[src/rtl/exit_ctrl_pkg.sv]
// exit_ctrl_pkg: shared constants and types for the simulation exit region.
//   - register offsets inside the region (ExitOff, DoneOff, IdOff, TimeoutOff)
//   - ExitCtrlId, the read-only identification word
//   - resp_t AXI response encodings, write/read FSM state enums
//   - reg_sel_e, the decoded register selector produced by exit_ctrl_addr_dec
//   - exit_word(), packing of the EXIT register read value
package exit_ctrl_pkg;

  localparam logic [11:0] ExitOff    = 12'h000;
  localparam logic [11:0] DoneOff    = 12'h008;
  localparam logic [11:0] IdOff      = 12'h100;
  localparam logic [11:0] TimeoutOff = 12'h108;

  localparam logic [63:0] ExitCtrlId = 64'h0000_0000_E417_C0DE;

  typedef enum logic [1:0] {
    RESP_OKAY   = 2'b00,
    RESP_SLVERR = 2'b10
  } resp_t;

  typedef enum logic {
    W_IDLE = 1'b0,
    W_RESP = 1'b1
  } wr_state_e;

  typedef enum logic {
    R_IDLE = 1'b0,
    R_RESP = 1'b1
  } rd_state_e;

  typedef enum logic [2:0] {
    SEL_NONE    = 3'd0,
    SEL_EXIT    = 3'd1,
    SEL_DONE    = 3'd2,
    SEL_ID      = 3'd3,
    SEL_TIMEOUT = 3'd4
  } reg_sel_e;

  // EXIT register layout: {32'b0, exit_code[30:0], exit_valid}
  function automatic logic [63:0] exit_word(input logic valid, input logic [30:0] code);
    return {32'h0000_0000, code, valid};
  endfunction

endpackage

[src/rtl/exit_ctrl_addr_dec.sv]
// exit_ctrl_addr_dec: combinational address decoder for the exit region,
// used by both the write (AW) and the read (AR) paths.
// Ports:
//   addr  in  AddrWidth  byte address; bits [2:0] do not affect the decode
//   sel   out reg_sel_e  selected register, SEL_NONE on a miss or hole
//   idx   out 2          hart index when sel == SEL_DONE, 0 otherwise
// The counter register (TimeoutOff) is only decoded when TimeoutEn is set.
module exit_ctrl_addr_dec
  import exit_ctrl_pkg::*;
#(
  parameter int unsigned AddrWidth    = 64,
  parameter logic [63:0] BaseAddr     = 64'h0000_0000_8000_1000,
  parameter logic [63:0] RegionLength = 64'h0000_0000_0000_1000,
  parameter int unsigned NbHarts      = 2,
  parameter bit          TimeoutEn    = 1'b0
) (
  input  logic [AddrWidth-1:0] addr,
  output reg_sel_e             sel,
  output logic [1:0]           idx
);

  localparam logic [AddrWidth-1:0] Base    = BaseAddr[AddrWidth-1:0];
  localparam logic [AddrWidth-1:0] Len     = RegionLength[AddrWidth-1:0];
  localparam logic [AddrWidth-1:0] ExitW   = AddrWidth'(ExitOff);
  localparam logic [AddrWidth-1:0] DoneLoW = AddrWidth'(DoneOff);
  localparam logic [AddrWidth-1:0] DoneHiW = AddrWidth'(DoneOff) + AddrWidth'(32'd8 * NbHarts);
  localparam logic [AddrWidth-1:0] IdW     = AddrWidth'(IdOff);
  localparam logic [AddrWidth-1:0] TmoW    = AddrWidth'(TimeoutOff);

  logic [AddrWidth-1:0] offset_s;
  logic [AddrWidth-1:0] word_s;
  logic                 hit_s;

  assign offset_s = addr - Base;
  assign word_s   = {offset_s[AddrWidth-1:3], 3'b000};
  // Checking addr >= Base first keeps the wrapped offset of a low address
  // from looking like an in-range hit.
  assign hit_s    = (addr >= Base) && (offset_s < Len);

  // Map the in-region word offset onto a register selector and hart index.
  always_comb begin
    sel = SEL_NONE;
    idx = 2'd0;
    if (!hit_s) begin
      sel = SEL_NONE;
    end else if (word_s == ExitW) begin
      sel = SEL_EXIT;
    end else if ((word_s >= DoneLoW) && (word_s < DoneHiW)) begin
      sel = SEL_DONE;
      // DONE[h] sits at 8 + 8*h, so h is the word number minus one.
      idx = offset_s[4:3] - 2'd1;
    end else if (word_s == IdW) begin
      sel = SEL_ID;
    end else if (TimeoutEn && (word_s == TmoW)) begin
      sel = SEL_TIMEOUT;
    end else begin
      sel = SEL_NONE;
    end
  end

endmodule

[src/rtl/exit_ctrl_slave.sv]
// exit_ctrl_slave: AXI4-Lite responder for the simulation exit region.
// Software writes the EXIT word (bit0 = 1, code in [31:1]) and per-hart DONE
// words; the block drives sticky exit/done status towards the testbench.
// Ports:
//   clk_i, rst_i                         clock, synchronous active-high reset
//   aw_*/w_*/b_*                         AXI4-Lite write address/data/response
//   ar_*/r_*                             AXI4-Lite read address/data
//   exit_valid_o, exit_code_o            sticky exit flag and 31-bit code
//   hart_done_o                          per-hart done flags
//   all_done_o                           AND of hart_done_o (combinational)
// Optional feature, macro EXIT_CTRL_TIMEOUT_EN: a saturating cycle counter
// forces exit with code 0xDEAD after TimeoutCycles and is readable at 0x108.
module exit_ctrl_slave
  import exit_ctrl_pkg::*;
#(
  parameter int unsigned AddrWidth     = 64,
  parameter int unsigned DataWidth     = 64,
  parameter int unsigned NbHarts       = 2,
  parameter logic [63:0] BaseAddr      = 64'h0000_0000_8000_1000,
  parameter logic [63:0] RegionLength  = 64'h0000_0000_0000_1000,
  parameter logic [31:0] TimeoutCycles = 32'd1_000_000
) (
  input  logic                   clk_i,
  input  logic                   rst_i,
  input  logic                   aw_valid_i,
  output logic                   aw_ready_o,
  input  logic [AddrWidth-1:0]   aw_addr_i,
  input  logic                   w_valid_i,
  output logic                   w_ready_o,
  input  logic [DataWidth-1:0]   w_data_i,
  input  logic [DataWidth/8-1:0] w_strb_i,
  output logic                   b_valid_o,
  input  logic                   b_ready_i,
  output logic [1:0]             b_resp_o,
  input  logic                   ar_valid_i,
  output logic                   ar_ready_o,
  input  logic [AddrWidth-1:0]   ar_addr_i,
  output logic                   r_valid_o,
  input  logic                   r_ready_i,
  output logic [DataWidth-1:0]   r_data_o,
  output logic [1:0]             r_resp_o,
  output logic                   exit_valid_o,
  output logic [30:0]            exit_code_o,
  output logic [NbHarts-1:0]     hart_done_o,
  output logic                   all_done_o
);

  if (DataWidth != 32'd64) begin : g_dw_chk
    $error("exit_ctrl_slave: DataWidth must be 64");
  end
  if ((NbHarts < 32'd1) || (NbHarts > 32'd4)) begin : g_nh_chk
    $error("exit_ctrl_slave: NbHarts must be in 1..4");
  end
  if (TimeoutCycles == 32'd0) begin : g_tmo_chk
    $error("exit_ctrl_slave: TimeoutCycles must be nonzero");
  end

  wr_state_e            wstate_r;
  rd_state_e            rstate_r;
  logic                 aw_held_r;
  logic [AddrWidth-1:0] aw_addr_r;
  logic                 w_held_r;
  logic [31:0]          w_data_r;
  logic                 w_strb0_r;
  logic                 aw_ready_r;
  logic                 w_ready_r;
  logic                 b_valid_r;
  resp_t                b_resp_r;
  logic                 ar_ready_r;
  logic                 r_valid_r;
  logic [63:0]          r_data_r;
  resp_t                r_resp_r;
  logic                 exit_valid_r;
  logic [30:0]          exit_code_r;
  logic [NbHarts-1:0]   done_r;

  logic                 aw_hs_s;
  logic                 w_hs_s;
  logic                 ar_hs_s;
  logic                 aw_have_s;
  logic                 w_have_s;
  logic                 commit_s;
  logic [AddrWidth-1:0] wr_addr_s;
  logic [31:0]          wr_data_s;
  logic                 wr_strb0_s;
  reg_sel_e             wr_sel_s;
  logic [1:0]           wr_idx_s;
  resp_t                wr_resp_s;
  logic                 exit_set_s;
  reg_sel_e             rd_sel_s;
  logic [1:0]           rd_idx_s;
  logic                 rd_done_bit_s;
  logic [63:0]          rd_data_s;
  resp_t                rd_resp_s;
  logic                 tmo_fire_s;
  logic [31:0]          tmo_cnt_s;
  logic                 unused_bits_s;

`ifdef EXIT_CTRL_TIMEOUT_EN
  localparam bit TimeoutEn = 1'b1;

  logic [31:0] tmo_cnt_r;
  logic [31:0] tmo_inc_s;

  assign tmo_inc_s  = (tmo_cnt_r == 32'hFFFF_FFFF) ? tmo_cnt_r : (tmo_cnt_r + 32'd1);
  assign tmo_fire_s = !exit_valid_r && (tmo_inc_s >= TimeoutCycles);
  assign tmo_cnt_s  = tmo_cnt_r;

  // Watchdog: count cycles until the test has exited, then freeze.
  always_ff @(posedge clk_i) begin
    if (rst_i) begin
      tmo_cnt_r <= 32'd0;
    end else if (!exit_valid_r) begin
      tmo_cnt_r <= tmo_inc_s;
    end
  end
`else
  localparam bit TimeoutEn = 1'b0;

  assign tmo_fire_s = 1'b0;
  assign tmo_cnt_s  = 32'd0;
`endif

  // Only the low data word and byte 0's strobe carry meaning in this map.
  assign unused_bits_s = ^{w_data_i[DataWidth-1:32], w_strb_i[DataWidth/8-1:1]};

  assign aw_hs_s = aw_valid_i && aw_ready_r;
  assign w_hs_s  = w_valid_i && w_ready_r;
  assign ar_hs_s = ar_valid_i && ar_ready_r;

  // A channel counts as present if held earlier or handshaking right now,
  // so the write commits on the edge of the later handshake.
  assign aw_have_s  = aw_held_r || aw_hs_s;
  assign w_have_s   = w_held_r || w_hs_s;
  assign commit_s   = (wstate_r == W_IDLE) && aw_have_s && w_have_s;
  assign wr_addr_s  = aw_held_r ? aw_addr_r : aw_addr_i;
  assign wr_data_s  = w_held_r ? w_data_r : w_data_i[31:0];
  assign wr_strb0_s = w_held_r ? w_strb0_r : w_strb_i[0];

  exit_ctrl_addr_dec #(
    .AddrWidth    (AddrWidth),
    .BaseAddr     (BaseAddr),
    .RegionLength (RegionLength),
    .NbHarts      (NbHarts),
    .TimeoutEn    (TimeoutEn)
  ) u_wr_dec (
    .addr (wr_addr_s),
    .sel  (wr_sel_s),
    .idx  (wr_idx_s)
  );

  exit_ctrl_addr_dec #(
    .AddrWidth    (AddrWidth),
    .BaseAddr     (BaseAddr),
    .RegionLength (RegionLength),
    .NbHarts      (NbHarts),
    .TimeoutEn    (TimeoutEn)
  ) u_rd_dec (
    .addr (ar_addr_i),
    .sel  (rd_sel_s),
    .idx  (rd_idx_s)
  );

  // Only EXIT and DONE are writable; ID, the counter and holes are errors.
  always_comb begin
    wr_resp_s = RESP_SLVERR;
    case (wr_sel_s)
      SEL_EXIT: wr_resp_s = RESP_OKAY;
      SEL_DONE: wr_resp_s = RESP_OKAY;
      default:  wr_resp_s = RESP_SLVERR;
    endcase
  end

  assign exit_set_s = commit_s && (wr_sel_s == SEL_EXIT) && wr_strb0_s &&
                      wr_data_s[0] && !exit_valid_r;

  // Pick the addressed done bit without a variable-width index.
  always_comb begin
    rd_done_bit_s = 1'b0;
    for (int h = 0; h < NbHarts; h++) begin
      rd_done_bit_s = (rd_idx_s == 2'(h)) ? done_r[h] : rd_done_bit_s;
    end
  end

  // Read data mux from the current (pre-write) register values.
  always_comb begin
    rd_data_s = 64'd0;
    rd_resp_s = RESP_SLVERR;
    case (rd_sel_s)
      SEL_EXIT: begin
        rd_data_s = exit_word(exit_valid_r, exit_code_r);
        rd_resp_s = RESP_OKAY;
      end
      SEL_DONE: begin
        rd_data_s = {63'd0, rd_done_bit_s};
        rd_resp_s = RESP_OKAY;
      end
      SEL_ID: begin
        rd_data_s = ExitCtrlId;
        rd_resp_s = RESP_OKAY;
      end
      SEL_TIMEOUT: begin
        rd_data_s = {32'd0, tmo_cnt_s};
        rd_resp_s = RESP_OKAY;
      end
      default: begin
        rd_data_s = 64'd0;
        rd_resp_s = RESP_SLVERR;
      end
    endcase
  end

  // Write FSM: latch AW/W independently, commit, hold B until accepted.
  always_ff @(posedge clk_i) begin
    if (rst_i) begin
      wstate_r   <= W_IDLE;
      aw_held_r  <= 1'b0;
      aw_addr_r  <= '0;
      w_held_r   <= 1'b0;
      w_data_r   <= 32'd0;
      w_strb0_r  <= 1'b0;
      aw_ready_r <= 1'b0;
      w_ready_r  <= 1'b0;
      b_valid_r  <= 1'b0;
      b_resp_r   <= RESP_OKAY;
    end else begin
      case (wstate_r)
        W_IDLE: begin
          if (aw_hs_s) begin
            aw_held_r <= 1'b1;
            aw_addr_r <= aw_addr_i;
          end
          if (w_hs_s) begin
            w_held_r  <= 1'b1;
            w_data_r  <= w_data_i[31:0];
            w_strb0_r <= w_strb_i[0];
          end
          if (commit_s) begin
            wstate_r   <= W_RESP;
            b_valid_r  <= 1'b1;
            b_resp_r   <= wr_resp_s;
            aw_ready_r <= 1'b0;
            w_ready_r  <= 1'b0;
          end else begin
            aw_ready_r <= !aw_have_s;
            w_ready_r  <= !w_have_s;
          end
        end
        W_RESP: begin
          if (b_ready_i) begin
            wstate_r   <= W_IDLE;
            b_valid_r  <= 1'b0;
            aw_held_r  <= 1'b0;
            w_held_r   <= 1'b0;
            aw_ready_r <= 1'b1;
            w_ready_r  <= 1'b1;
          end
        end
        default: begin
          wstate_r   <= W_IDLE;
          b_valid_r  <= 1'b0;
          aw_held_r  <= 1'b0;
          w_held_r   <= 1'b0;
          aw_ready_r <= 1'b0;
          w_ready_r  <= 1'b0;
        end
      endcase
    end
  end

  // Read FSM: capture data on the AR handshake, hold R until accepted.
  always_ff @(posedge clk_i) begin
    if (rst_i) begin
      rstate_r   <= R_IDLE;
      ar_ready_r <= 1'b0;
      r_valid_r  <= 1'b0;
      r_data_r   <= 64'd0;
      r_resp_r   <= RESP_OKAY;
    end else begin
      case (rstate_r)
        R_IDLE: begin
          if (ar_hs_s) begin
            rstate_r   <= R_RESP;
            ar_ready_r <= 1'b0;
            r_valid_r  <= 1'b1;
            r_data_r   <= rd_data_s;
            r_resp_r   <= rd_resp_s;
          end else begin
            ar_ready_r <= 1'b1;
          end
        end
        R_RESP: begin
          if (r_ready_i) begin
            rstate_r   <= R_IDLE;
            ar_ready_r <= 1'b1;
            r_valid_r  <= 1'b0;
          end
        end
        default: begin
          rstate_r   <= R_IDLE;
          ar_ready_r <= 1'b0;
          r_valid_r  <= 1'b0;
        end
      endcase
    end
  end

  // Status registers: sticky exit (watchdog wins a tie) and per-hart done.
  always_ff @(posedge clk_i) begin
    if (rst_i) begin
      exit_valid_r <= 1'b0;
      exit_code_r  <= 31'd0;
      done_r       <= '0;
    end else begin
      if (tmo_fire_s) begin
        exit_valid_r <= 1'b1;
        exit_code_r  <= 31'h0000_DEAD;
      end else if (exit_set_s) begin
        exit_valid_r <= 1'b1;
        exit_code_r  <= wr_data_s[31:1];
      end
      for (int h = 0; h < NbHarts; h++) begin
        if (commit_s && (wr_sel_s == SEL_DONE) && wr_strb0_s && (wr_idx_s == 2'(h))) begin
          done_r[h] <= wr_data_s[0];
        end
      end
    end
  end

  assign aw_ready_o   = aw_ready_r;
  assign w_ready_o    = w_ready_r;
  assign b_valid_o    = b_valid_r;
  assign b_resp_o     = b_resp_r;
  assign ar_ready_o   = ar_ready_r;
  assign r_valid_o    = r_valid_r;
  assign r_data_o     = r_data_r;
  assign r_resp_o     = r_resp_r;
  assign exit_valid_o = exit_valid_r;
  assign exit_code_o  = exit_code_r;
  assign hart_done_o  = done_r;
  assign all_done_o   = &done_r;

endmodule

[config.mk]
export PLATFORM = sky130hd
export DESIGN_NAME = exit_ctrl_slave
export DESIGN_NICKNAME = d
export VERILOG_FILES = /design/src/rtl/exit_ctrl_pkg.sv /design/src/rtl/exit_ctrl_addr_dec.sv /design/src/rtl/exit_ctrl_slave.sv
export SDC_FILE = /design/constraint.sdc
export NUM_CORES = 1
export LEC_CHECK = 0
export ABC_AREA = 1
export CELL_PAD_IN_SITES_DETAIL_PLACEMENT = 0
export CELL_PAD_IN_SITES_GLOBAL_PLACEMENT = 1
export CORE_UTILIZATION = 25
export DETAILED_ROUTE_END_ITERATION = 8
export DONT_BUFFER_PORTS = 1
export PLACE_DENSITY = 0.47
export SYNTH_ARGS = -nofsm -noshare
export SYNTH_HDL_FRONTEND = slang
export SYNTH_SLANG_ARGS = --single-unit
export TNS_END_PERCENT = 100
[constraint.sdc]
create_clock -name clk_i -period 11.71 [get_ports clk_i]
set_input_delay 2.342 -clock clk_i [delete_from_list [all_inputs] [get_ports clk_i]]
set_output_delay 2.342 -clock clk_i [all_outputs]
set_load 0.03 [all_outputs]
==> results.toml <==
[yosys]
ys_seq_area_share_pct = 25.3
netlist_area_sq_um = 13800
syn_avg_cell_area_sq_um = 5.80
yosysWarningCount = 0
yosysUniqueCellTypes = 50
ys_ff_latch = 174
synthCells = 2377

[global_routing]
grt_max_degree = 96
grt_overflow = 0
gr-usage-all-layers_pct = 18.9
grt_pass1_vias = 13600
grt_pass1_wl_mm = 81.0
antenna_found_initial = 1

[min_path]
hp-class = "flip-flop to flip-flop"
holdPathStages = 2
hold-path-endpoint = "w_data_r[0]$_SDFFE_PP0P_"
hp-start = "w_data_r[0]$_SDFFE_PP0P_"

[worst_setup_path]
cp-end-kind = "flip-flop"
slowest_delay_ns = 0.61
crit_fanout = 34
r2r_start = "aw_held_r$_SDFFE_PP0P_"
reg2reg_depth = 28
critPathKind = "input pin to flip-flop"
cp_slowest_cell = "clkinv_1"
cp.arrival_ns = 7.21
critPathLaunchType = "input pin"
crit-reg2reg-capture = "exit_code_o[0]$_SDFFE_PP0P_"
cp.required_ns = 12.07
crit_top_cell = "nand2_1"
reg2reg_slack_ns = 5.24

[finish]
nets = 2545
final_util_pct = 27.4
layout_common_cells = "nand2_1 (661), nor2_1 (385), inv_1 (245), a21oi_1 (181), dfxtp_1 (172)"
mostFrequentLayoutCell = "nand2_1"
num_antenna_cells = 0
nFillCells = 6203
final_cells = 3035
areaGrowthSynthToFinish_pct = 7.66
layout-drive-gt1-share_pct = 8.59

[routing]
dr_total_vias = 14200
vias_per_cell = 4.69
antenna_left = 0
dr.pass1.iters = 8
drt_iter0_markers = 890
drc = 0
wire_per_inst_um = 17.5
drt_wl_total_mm = 53.0

[power]
powerDensity_nw_per_um2 = 112
p_leak_nw = 6.18
vdd_ir_drop_max_mv = 0.114

[outcome]
status = "completed"

[timing]
fmax_ghz = 0.146
rsz0062_at_grt = "false"
setup_tns_ns = 0
fin_crit_ns = 6.86
finalCritPeriodShare_pct = 58.5
drv_slew = 0
finalClockSkew_ns = 0.0314
setup_viol = 0
hold_viol = 0
slew_headroom_pct = 23.9
tightest_slew_ns = 1.14

[cts]
clock-sinks = 174
clk_path_buf_depth = 2
cts.htree.levels = 4
clk_pin_slew_worst_paths_ns = 0.09
cts_buffers = 17
cts_setup_buffers = 0
cts_tree = "yes"
clock_latency_ns = 0.50
cts_root_buffer = "clkbuf_16"
hold_buffers = 0
cts_repair_resize_count = 0

[floorplan]
ios = 315
dieArea_sq_um = 56100
coreArea_sq_um = 54100
initial_utilization_pct = 25.5
rows = 85
die_h_um = 237
die_width_um = 237

[place]
place.gp.congestion = 0.896
place_hpwl_mm = 42.2
port-buffer-count = 0
post-place-cells = 3003

[flow_run]
cap_violations = 0
## registers in the layout (all words and copies together) (netlist names)
register and flops:
exit_code_o 31, aw_ready_o 1, aw_addr_r 64, w_strb0_r 1, rstate_r 1, r_data_o 32, w_held_r 1, w_data_r 32
r_valid_o 1, exit_valid_o 1, b_resp_o 1, hart_done_o 2, b_valid_o 1, w_ready_o 1, ar_ready_o 1, aw_held_r 1
wstate_r 1, r_resp_o 1
## area by class of cell
type                    count  area [sq um]  area share (%)
multi-input cells        1865          8790            59.3
flip-flops and latches    174          3490            23.5
inverters                 258           970            6.53
well taps                 696           871            5.87
clock buffers              17           425            2.87
clock inverters            15           219            1.48
repair buffers             10          75.1           0.506
## cells by family (layout without fill, tap and decap cells)
kind of cell	count (synthesis)	after routing	share of synthesized area, %
muxes	3	3	0.218
xor gates and xnor gates	37	37	2.35
adders and majority gates	12	12	1.09
buffers and inverters	371	300	11.9
DFF	174	174	25.3
other	1	34	0.0272
AOI/OAI and AO/OA	377	377	14.6
and+or+nand+nor	1402	1402	44.5
## worst max-delay path by stage
stage             startpoint  slack, ns  cells past startpoint                            to
6_report       aw_addr_i[13]       4.85                     27   exit_code_o[0]$_SDFFE_PP0P_
5_1_grt        aw_addr_i[13]       4.23                     27   exit_code_o[0]$_SDFFE_PP0P_
4_1_cts        aw_addr_i[13]       4.89                     27  exit_code_o[26]$_SDFFE_PP0P_
3_5_place_dp   aw_addr_i[13]       4.37                     27  exit_code_o[21]$_SDFFE_PP0P_
3_3_place_gp   aw_addr_i[12]       4.40                     27  exit_code_o[15]$_SDFFE_PP0P_
2_1_floorplan  aw_addr_i[13]       6.39                     27  exit_code_o[21]$_SDFFE_PP0P_
## stage by stage
stage	cell area, sq um	total power [W]	hold slack, ns	worst slack, ns
final	14800	0.00166	0.462	4.85
after global routing	14800	0.00177	0.496	4.23
after CTS	14800	0.00170	0.466	4.89
after detailed placement	14200	0.00105	0.452	4.37
after global placement	14200	0.00104	0.440	4.40
after floorplan	13900	0.000958	0.429	6.39
## cells in the mapped netlist (all sizes together)
master | instances | area (sq um)
a211oi | 3 | 22.5
and3 | 1 | 6.26
xnor2 | 16 | 140
conb | 1 | 3.75
xor2 | 21 | 184
o211a | 1 | 10.0
nor2b | 1 | 6.26
nand4 | 50 | 313
mux2i | 3 | 30.0
nand3 | 160 | 881
clkinv | 4 | 15.0
dfxtp | 174 | 3480
o21ai | 168 | 863
nor4 | 4 | 25.0
nand3b | 5 | 50.1
ha | 12 | 150
nor2 | 436 | 1830
nor3 | 19 | 115
a31oi | 1 | 6.26
or2 | 14 | 87.6
nor4b | 2 | 17.5
nand2 | 705 | 2770
and2 | 3 | 18.8
o21bai | 2 | 15.0
o2111ai | 1 | 8.76
a21oi | 196 | 1050
inv | 254 | 953
buf | 59 | 469
o21a | 2 | 15.0
nor3b | 2 | 26.3
o31ai | 1 | 7.51
clkbuf | 54 | 203
o211ai | 2 | 15.0
## worst max-delay path, delay by kind of cell
family,cells,cell delay (ns)
fa+ha+maj,2,0.38
buf+inv,4,1.22
compound gates,4,0.85
simple gates,17,2.39
## power breakdown
part | switching (W) | leakage (nW) | internal, W
Sequential | 0.0000293 | 1.42 | 0.000624
Combinational | 0.000276 | 4.46 | 0.000100
Clock | 0.000335 | 0.308 | 0.000299
Total | 0.000640 | 6.18 | 0.00102
## metal layers
layer	track usage [%]	share of wire (%)	wire length, um	vias up
met4	4.07	1.0	553	2
met3	5.14	6.4	3400	33
met1	25.4	48	25400	6523
met5	0	0.0057	3	-
li1	-	-	-	7407
met2	29.8	45	23600	284
Power figures use the tool's default switching activity.
